<file path="config.mk">
export PLATFORM = sky130hd
export DESIGN_NAME = mult_rr_scheduler
export DESIGN_NICKNAME = d
export VERILOG_FILES = /design/src/rtl/mult_rr_scheduler.sv
export SDC_FILE = /design/constraint.sdc
export NUM_CORES = 1
export LEC_CHECK = 0
export CORE_AREA = 2 2 64 127
export DETAILED_ROUTE_END_ITERATION = 10
export DIE_AREA = 0 0 66 129
export DONT_BUFFER_PORTS = 1
export HOLD_SLACK_MARGIN = 0.12
export MAX_ROUTING_LAYER = met4
export PLACE_DENSITY_LB_ADDON = 0.08
export SETUP_SLACK_MARGIN = 0.5
export SLEW_MARGIN = 20
export SYNTH_ARGS = -nofsm -noshare
export SYNTH_HDL_FRONTEND = slang
export SYNTH_SLANG_ARGS = --single-unit
export TNS_END_PERCENT = 100
</file>
<file path="constraint.sdc">
create_clock -name clk -period 3.02 [get_ports clk]
set_input_delay 0.453 -clock clk [delete_from_list [all_inputs] [get_ports clk]]
set_output_delay 0.453 -clock clk [all_outputs]
set_load 0.1 [all_outputs]
</file>
<file path="src/rtl/mult_rr_scheduler.sv">
// Round-robin scheduler sharing one W-cycle shift-and-add multiplier among NREQ
// requesters; each product is returned tagged with the index of its requester.
module mult_rr_scheduler #(
    parameter  int W    = 8,
    parameter  int NREQ = 4,
    localparam int IDW  = (NREQ > 1) ? $clog2(NREQ) : 1
) (
    input  logic                clk,
    input  logic                rst,
    input  logic [NREQ-1:0]     req_valid,
    output logic [NREQ-1:0]     req_ready,
    input  logic [NREQ*W-1:0]   req_a,
    input  logic [NREQ*W-1:0]   req_b,
    output logic                rsp_valid,
    input  logic                rsp_ready,
    output logic [IDW-1:0]      rsp_id,
    output logic [2*W-1:0]      rsp_prod,
    output logic                busy
);

    localparam int CW = $clog2(W + 1);

    typedef enum logic [1:0] {IDLE, RUN, DONE} state_t;

    state_t          state;
    logic [IDW-1:0]  ptr;
    logic [IDW-1:0]  id;
    logic [W-1:0]    m;
    logic [W-1:0]    q;
    logic [W-1:0]    acc;
    logic [CW-1:0]   cnt;

    logic            gnt_found;
    logic [IDW-1:0]  gnt_idx;
    logic [IDW-1:0]  cand;
    logic [W-1:0]    sel_a;
    logic [W-1:0]    sel_b;
    logic [W:0]      sum;
    logic [W-1:0]    nxt_acc;
    logic [W-1:0]    nxt_q;

    // First valid requester at or after the round-robin pointer, wrapping modulo NREQ.
    // NOTE: every always_comb output is given a default before the loop so no latch is inferred.
    always_comb begin
        gnt_found = 1'b0;
        gnt_idx   = '0;
        cand      = '0;
        sel_a     = '0;
        sel_b     = '0;
        for (int i = 0; i < NREQ; i++) begin
            cand = IDW'((32'(ptr) + 32'(i)) % 32'(NREQ));
            if (!gnt_found && req_valid[cand]) begin
                gnt_found = 1'b1;
                gnt_idx   = cand;
                sel_a     = req_a[32'(cand)*W +: W];
                sel_b     = req_b[32'(cand)*W +: W];
            end
        end
    end

    assign req_ready = (state == IDLE && gnt_found) ? (NREQ'(1) << gnt_idx) : '0;
    assign busy      = (state != IDLE);

    // One shift-add step: conditional add with carry kept, then shift {c,acc,q} right.
    assign sum     = {1'b0, acc} + (q[0] ? {1'b0, m} : '0);
    assign nxt_acc = sum[W:1];
    assign nxt_q   = {sum[0], q[W-1:1]};

    // NOTE: sequential state uses non-blocking assignments only; reset is synchronous.
    always_ff @(posedge clk) begin
        if (rst) begin
            state     <= IDLE;
            ptr       <= '0;
            id        <= '0;
            m         <= '0;
            q         <= '0;
            acc       <= '0;
            cnt       <= '0;
            rsp_valid <= 1'b0;
            rsp_prod  <= '0;
            rsp_id    <= '0;
        end else begin
            case (state)
                IDLE: begin
                    if (gnt_found) begin
                        m     <= sel_a;
                        q     <= sel_b;
                        id    <= gnt_idx;
                        acc   <= '0;
                        cnt   <= CW'(W);
                        ptr   <= IDW'((32'(gnt_idx) + 32'd1) % 32'(NREQ));
                        state <= RUN;
                    end
                end
                RUN: begin
                    acc <= nxt_acc;
                    q   <= nxt_q;
                    cnt <= cnt - CW'(1);
                    if (cnt == CW'(1)) begin
                        state     <= DONE;
                        rsp_valid <= 1'b1;
                        rsp_prod  <= {nxt_acc, nxt_q};
                        rsp_id    <= id;
                    end
                end
                DONE: begin
                    if (rsp_ready) begin
                        rsp_valid <= 1'b0;
                        state     <= IDLE;
                    end
                end
                default: state <= IDLE;
            endcase
        end
    end

endmodule
</file>
==> results.py <==
metrics = {
    "die": {
        "dieArea_um2": 8510,
        "die_w_um": 66,
        "rows": 45,
        "initial_core_util_pct": 63.2,
        "io_pins": 95,
        "core_um2": 7540,
        "die_h_um": 129,
    },
    "global_route": {
        "grt_max_degree": 62,
        "grt_pass1_wl_um": 19000,
        "met2_usage_pct": 51.0,
        "antenna_found_initial": 0,
        "grt-busiest-layer": "met2",
        "grt_usage_pct": 29.3,
        "met3_usage_pct": 3.76,
        "grt_pass1_vias": 4022,
        "grt-ovfl-total": 0,
        "use_met1_pct": 32.2,
    },
    "clock_tree": {
        "cts_tree": "done",
        "clkLatencyLatePin_ns": 0.29,
        "cts_root_buf": "clkbuf_16",
        "cts_buffers": 5,
        "htreeDepth": 2,
        "clock-sinks": 53,
        "clk_pin_slew_ns": 0.07,
        "clockBufferDepth": 2,
    },
    "worst_setup_path": {
        "cp-end-kind": "output port",
        "path_buf_inv": 2,
        "criticalPathCategory": "flip-flop to output port",
        "cp.arrival_ns": 2.03,
        "required_ns": 2.57,
        "critPathMaxFanout": 6,
        "rr_endpoint": "q[7]",
        "startpoint_type": "flip-flop",
        "rrSetupSlack_ns": 0.66,
        "cp_top_family": "simple AND/OR/NAND/NOR gates",
        "path_cells": "buf_6 > and3b_2 > or3_4 > inv_4 > ha_2 > and3_4",
        "reg2regPathDepth": 7,
        "critPathMaxStageDelay_ns": 0.43,
        "crit_slowest_cell": "or3_4",
        "r2r-start": "ptr[1]",
        "worstSetupStartpoint": "ptr[1]",
    },
    "synthesis": {
        "ys_warn_count": 0,
        "netlist_instances": 538,
        "synth_edf_count": 0,
        "ys_seq_area_share_pct": 22.3,
        "synth_fp_nets": 624,
        "synth.distinct_cells": 71,
        "syn_avg_cell_area_um2": 8.86,
        "synthArstFlopShare_pct": 0,
        "synth-main-ff-cell": "dfxtp_1",
        "syn_area_um2": 4770,
        "ys_ff_latch": 53,
    },
    "placed_design": {
        "dp_cells": 598,
        "dp_hpwl_um": 8610,
        "numPortBuffers": 0,
        "pre_cts_slack_ns": 0.741,
        "place_congestion": 0.890,
    },
    "sta": {
        "period_needed_ns": 2.48,
        "grt_setup_unrepaired": "true",
        "slew_headroom_pct": 33.7,
        "drv_slew": 0,
        "fin_worst_skew_ns": 0.00762,
        "worst_slack_ns": 0.538,
        "tightestPinTransition_ns": 0.993,
        "finalHoldViolCount": 0,
        "fin_tns_setup_ns": 0,
        "setup_viol": 0,
        "post-route-period-util_pct": 82.2,
        "fmax_mhz": 403,
    },
    "min_path": {
        "hold_path.startpoint": "rst",
        "hp-class": "primary input to flip-flop",
        "worstHoldPathCells": 1,
        "min_to": "rsp_id[1]",
    },
    "layout": {
        "drive_gt1_share_pct": 16.5,
        "fillers": 655,
        "antennaDiodeCount": 0,
        "final_nets": 601,
        "syn_to_final_growth_pct": 3.60,
        "final_cells": 610,
    },
    "detailed_routing": {
        "drt-pass1-iter-count": 5,
        "drt-wirelength-per-cell_um": 19.5,
        "drc": 0,
        "wirelength_um": 11900,
        "routed_via_density": 6.85,
        "drt_iter0_drc": 264,
        "vias": 4180,
        "antenna_left": 0,
    },
    "flow_run": {
        "max_cap_viol_count": 0,
    },
    "power": {
        "vdd_drop_max_uv": 247,
        "p_per_area_nw_per_um2": 541,
        "leakage_nw": 1.70,
    },
    "outcome": {
        "outcome": "complete, no violations",
    },
}
how the worst max path moves through the flow:
stage / endpoint / slack [ns] / cells past startpoint
3_5_place_dp: ptr[0] / 0.74 / 5
2_1_floorplan: req_ready[3] / 0.39 / 9
6_report: req_ready[1] / 0.54 / 6
5_1_grt: req_ready[1] / 0.49 / 6
4_1_cts: req_ready[1] / 0.53 / 6
3_3_place_gp: q[0] / 0.78 / 6
cell usage after synthesis (4+ instances only):
master / count / area share [%]
dfxtp_1: 53 / 22
nor3_1: 5 / 0.52
and3_1: 5 / 0.66
a211o_1: 4 / 0.73
inv_1: 9 / 0.71
a211oi_1: 9 / 1.4
nand2b_1: 12 / 1.6
nand3_1: 10 / 1.0
a222oi_1: 8 / 1.7
nand2_1: 89 / 7.0
buf_2: 13 / 1.4
ha_1: 14 / 3.7
a21oi_1: 40 / 4.2
clkbuf_1: 18 / 1.4
o21a_1: 6 / 0.94
xor2_1: 4 / 0.73
a221oi_1: 4 / 0.73
o21ai_0: 9 / 0.94
nor2b_1: 6 / 0.79
and2_1: 11 / 1.4
a32oi_1: 6 / 1.1
nand3b_1: 8 / 1.3
or4_1: 4 / 0.63
nor2_1: 27 / 2.1
a41oi_2: 4 / 1.4
a311oi_1: 8 / 1.5
o22ai_1: 6 / 0.79
mux2i_1: 32 / 6.7
a31oi_1: 9 / 1.2
buf_4: 10 / 1.6
buf_6: 5 / 1.2
mux4_2: 30 / 14
where the power goes:
group,internal [W],total [W],switching [W]
registers,0.000778,0.000894,0.000115
logic,0.000534,0.00120,0.000663
clock network,0.000331,0.000581,0.000250
logic make-up after synthesis:
group           count (synthesis)  synth area share [%]
mux                            69                  23.4
xor+xnor                        4                 0.735
simple gates                  197                  20.7
fa+ha+maj                      15                  4.09
compound gates                143                  22.3
flops                          53                  22.3
buf+inv                        57                  6.48
area by class of cell:
class / count / area [µm²] / area share [%]
Inverter: 10 / 40.0 / 0.811
Timing Repair Buffer: 17 / 144 / 2.91
Sequential cell: 53 / 1070 / 21.6
Tap cell: 94 / 118 / 2.38
Clock buffer: 8 / 146 / 2.96
Multi-Input combinational cell: 428 / 3420 / 69.3
routing by layer:
layer  vias up  share of wire (%)  wire, µm
li1       1998                  -         -
met1      1981                 38      4480
met2       170                 54      6400
met3        31                5.2       614
met4         0                3.3       392
met5         -                  0         0
state kept, by name, indices dropped and copies added (netlist names):
register,count
state,2
q,8
rsp_valid,1
ptr,2
cnt,4
id,2
rsp_prod,16
rsp_id,2
m,8
acc,8
layout by cell type, fill, tap and decap left out, types with 8 or more instances in the layout:
cell / count
a31oi_1: 9
a311oi_1: 8
a211oi_1: 9
nor2_1: 27
and2_1: 11
buf_4: 15
dfxtp_1: 51
ha_1: 12
a222oi_1: 8
mux2i_1: 31
nand3_1: 10
nand2_1: 89
a21oi_1: 40
nand3b_1: 8
inv_1: 8
o21ai_0: 9
nand2b_1: 12
mux4_2: 30
per-stage QoR:
| stage | total power [W] | util [%] | hold WS, ns | instance area, µm² |
|---|---|---|---|---|
| 4_1_cts | 0.00265 | 64.8 | 0.217 | 4890 |
| 3_3_place_gp | 0.00204 | 62.8 | 0.438 | 4740 |
| 6_report | 0.00267 | 65.5 | 0.230 | 4940 |
| 2_1_floorplan | 0.00192 | - | 0.432 | 4780 |
| 5_1_grt | 0.00283 | 65.5 | 0.217 | 4940 |
| 3_5_place_dp | 0.00207 | 62.8 | 0.447 | 4740 |
repair_timing:
| item | in CTS | in global routing |
|---|---|---|
| resized for setup | 2 | 9 |
| pin swaps | 0 | 2 |
| buffers inserted | 0 | 4 |
| endpoints found under the setup margin | 2 | 4 |
| hold buffers | 0 | 0 |
Note: power is estimated with default switching activity, not from simulation.
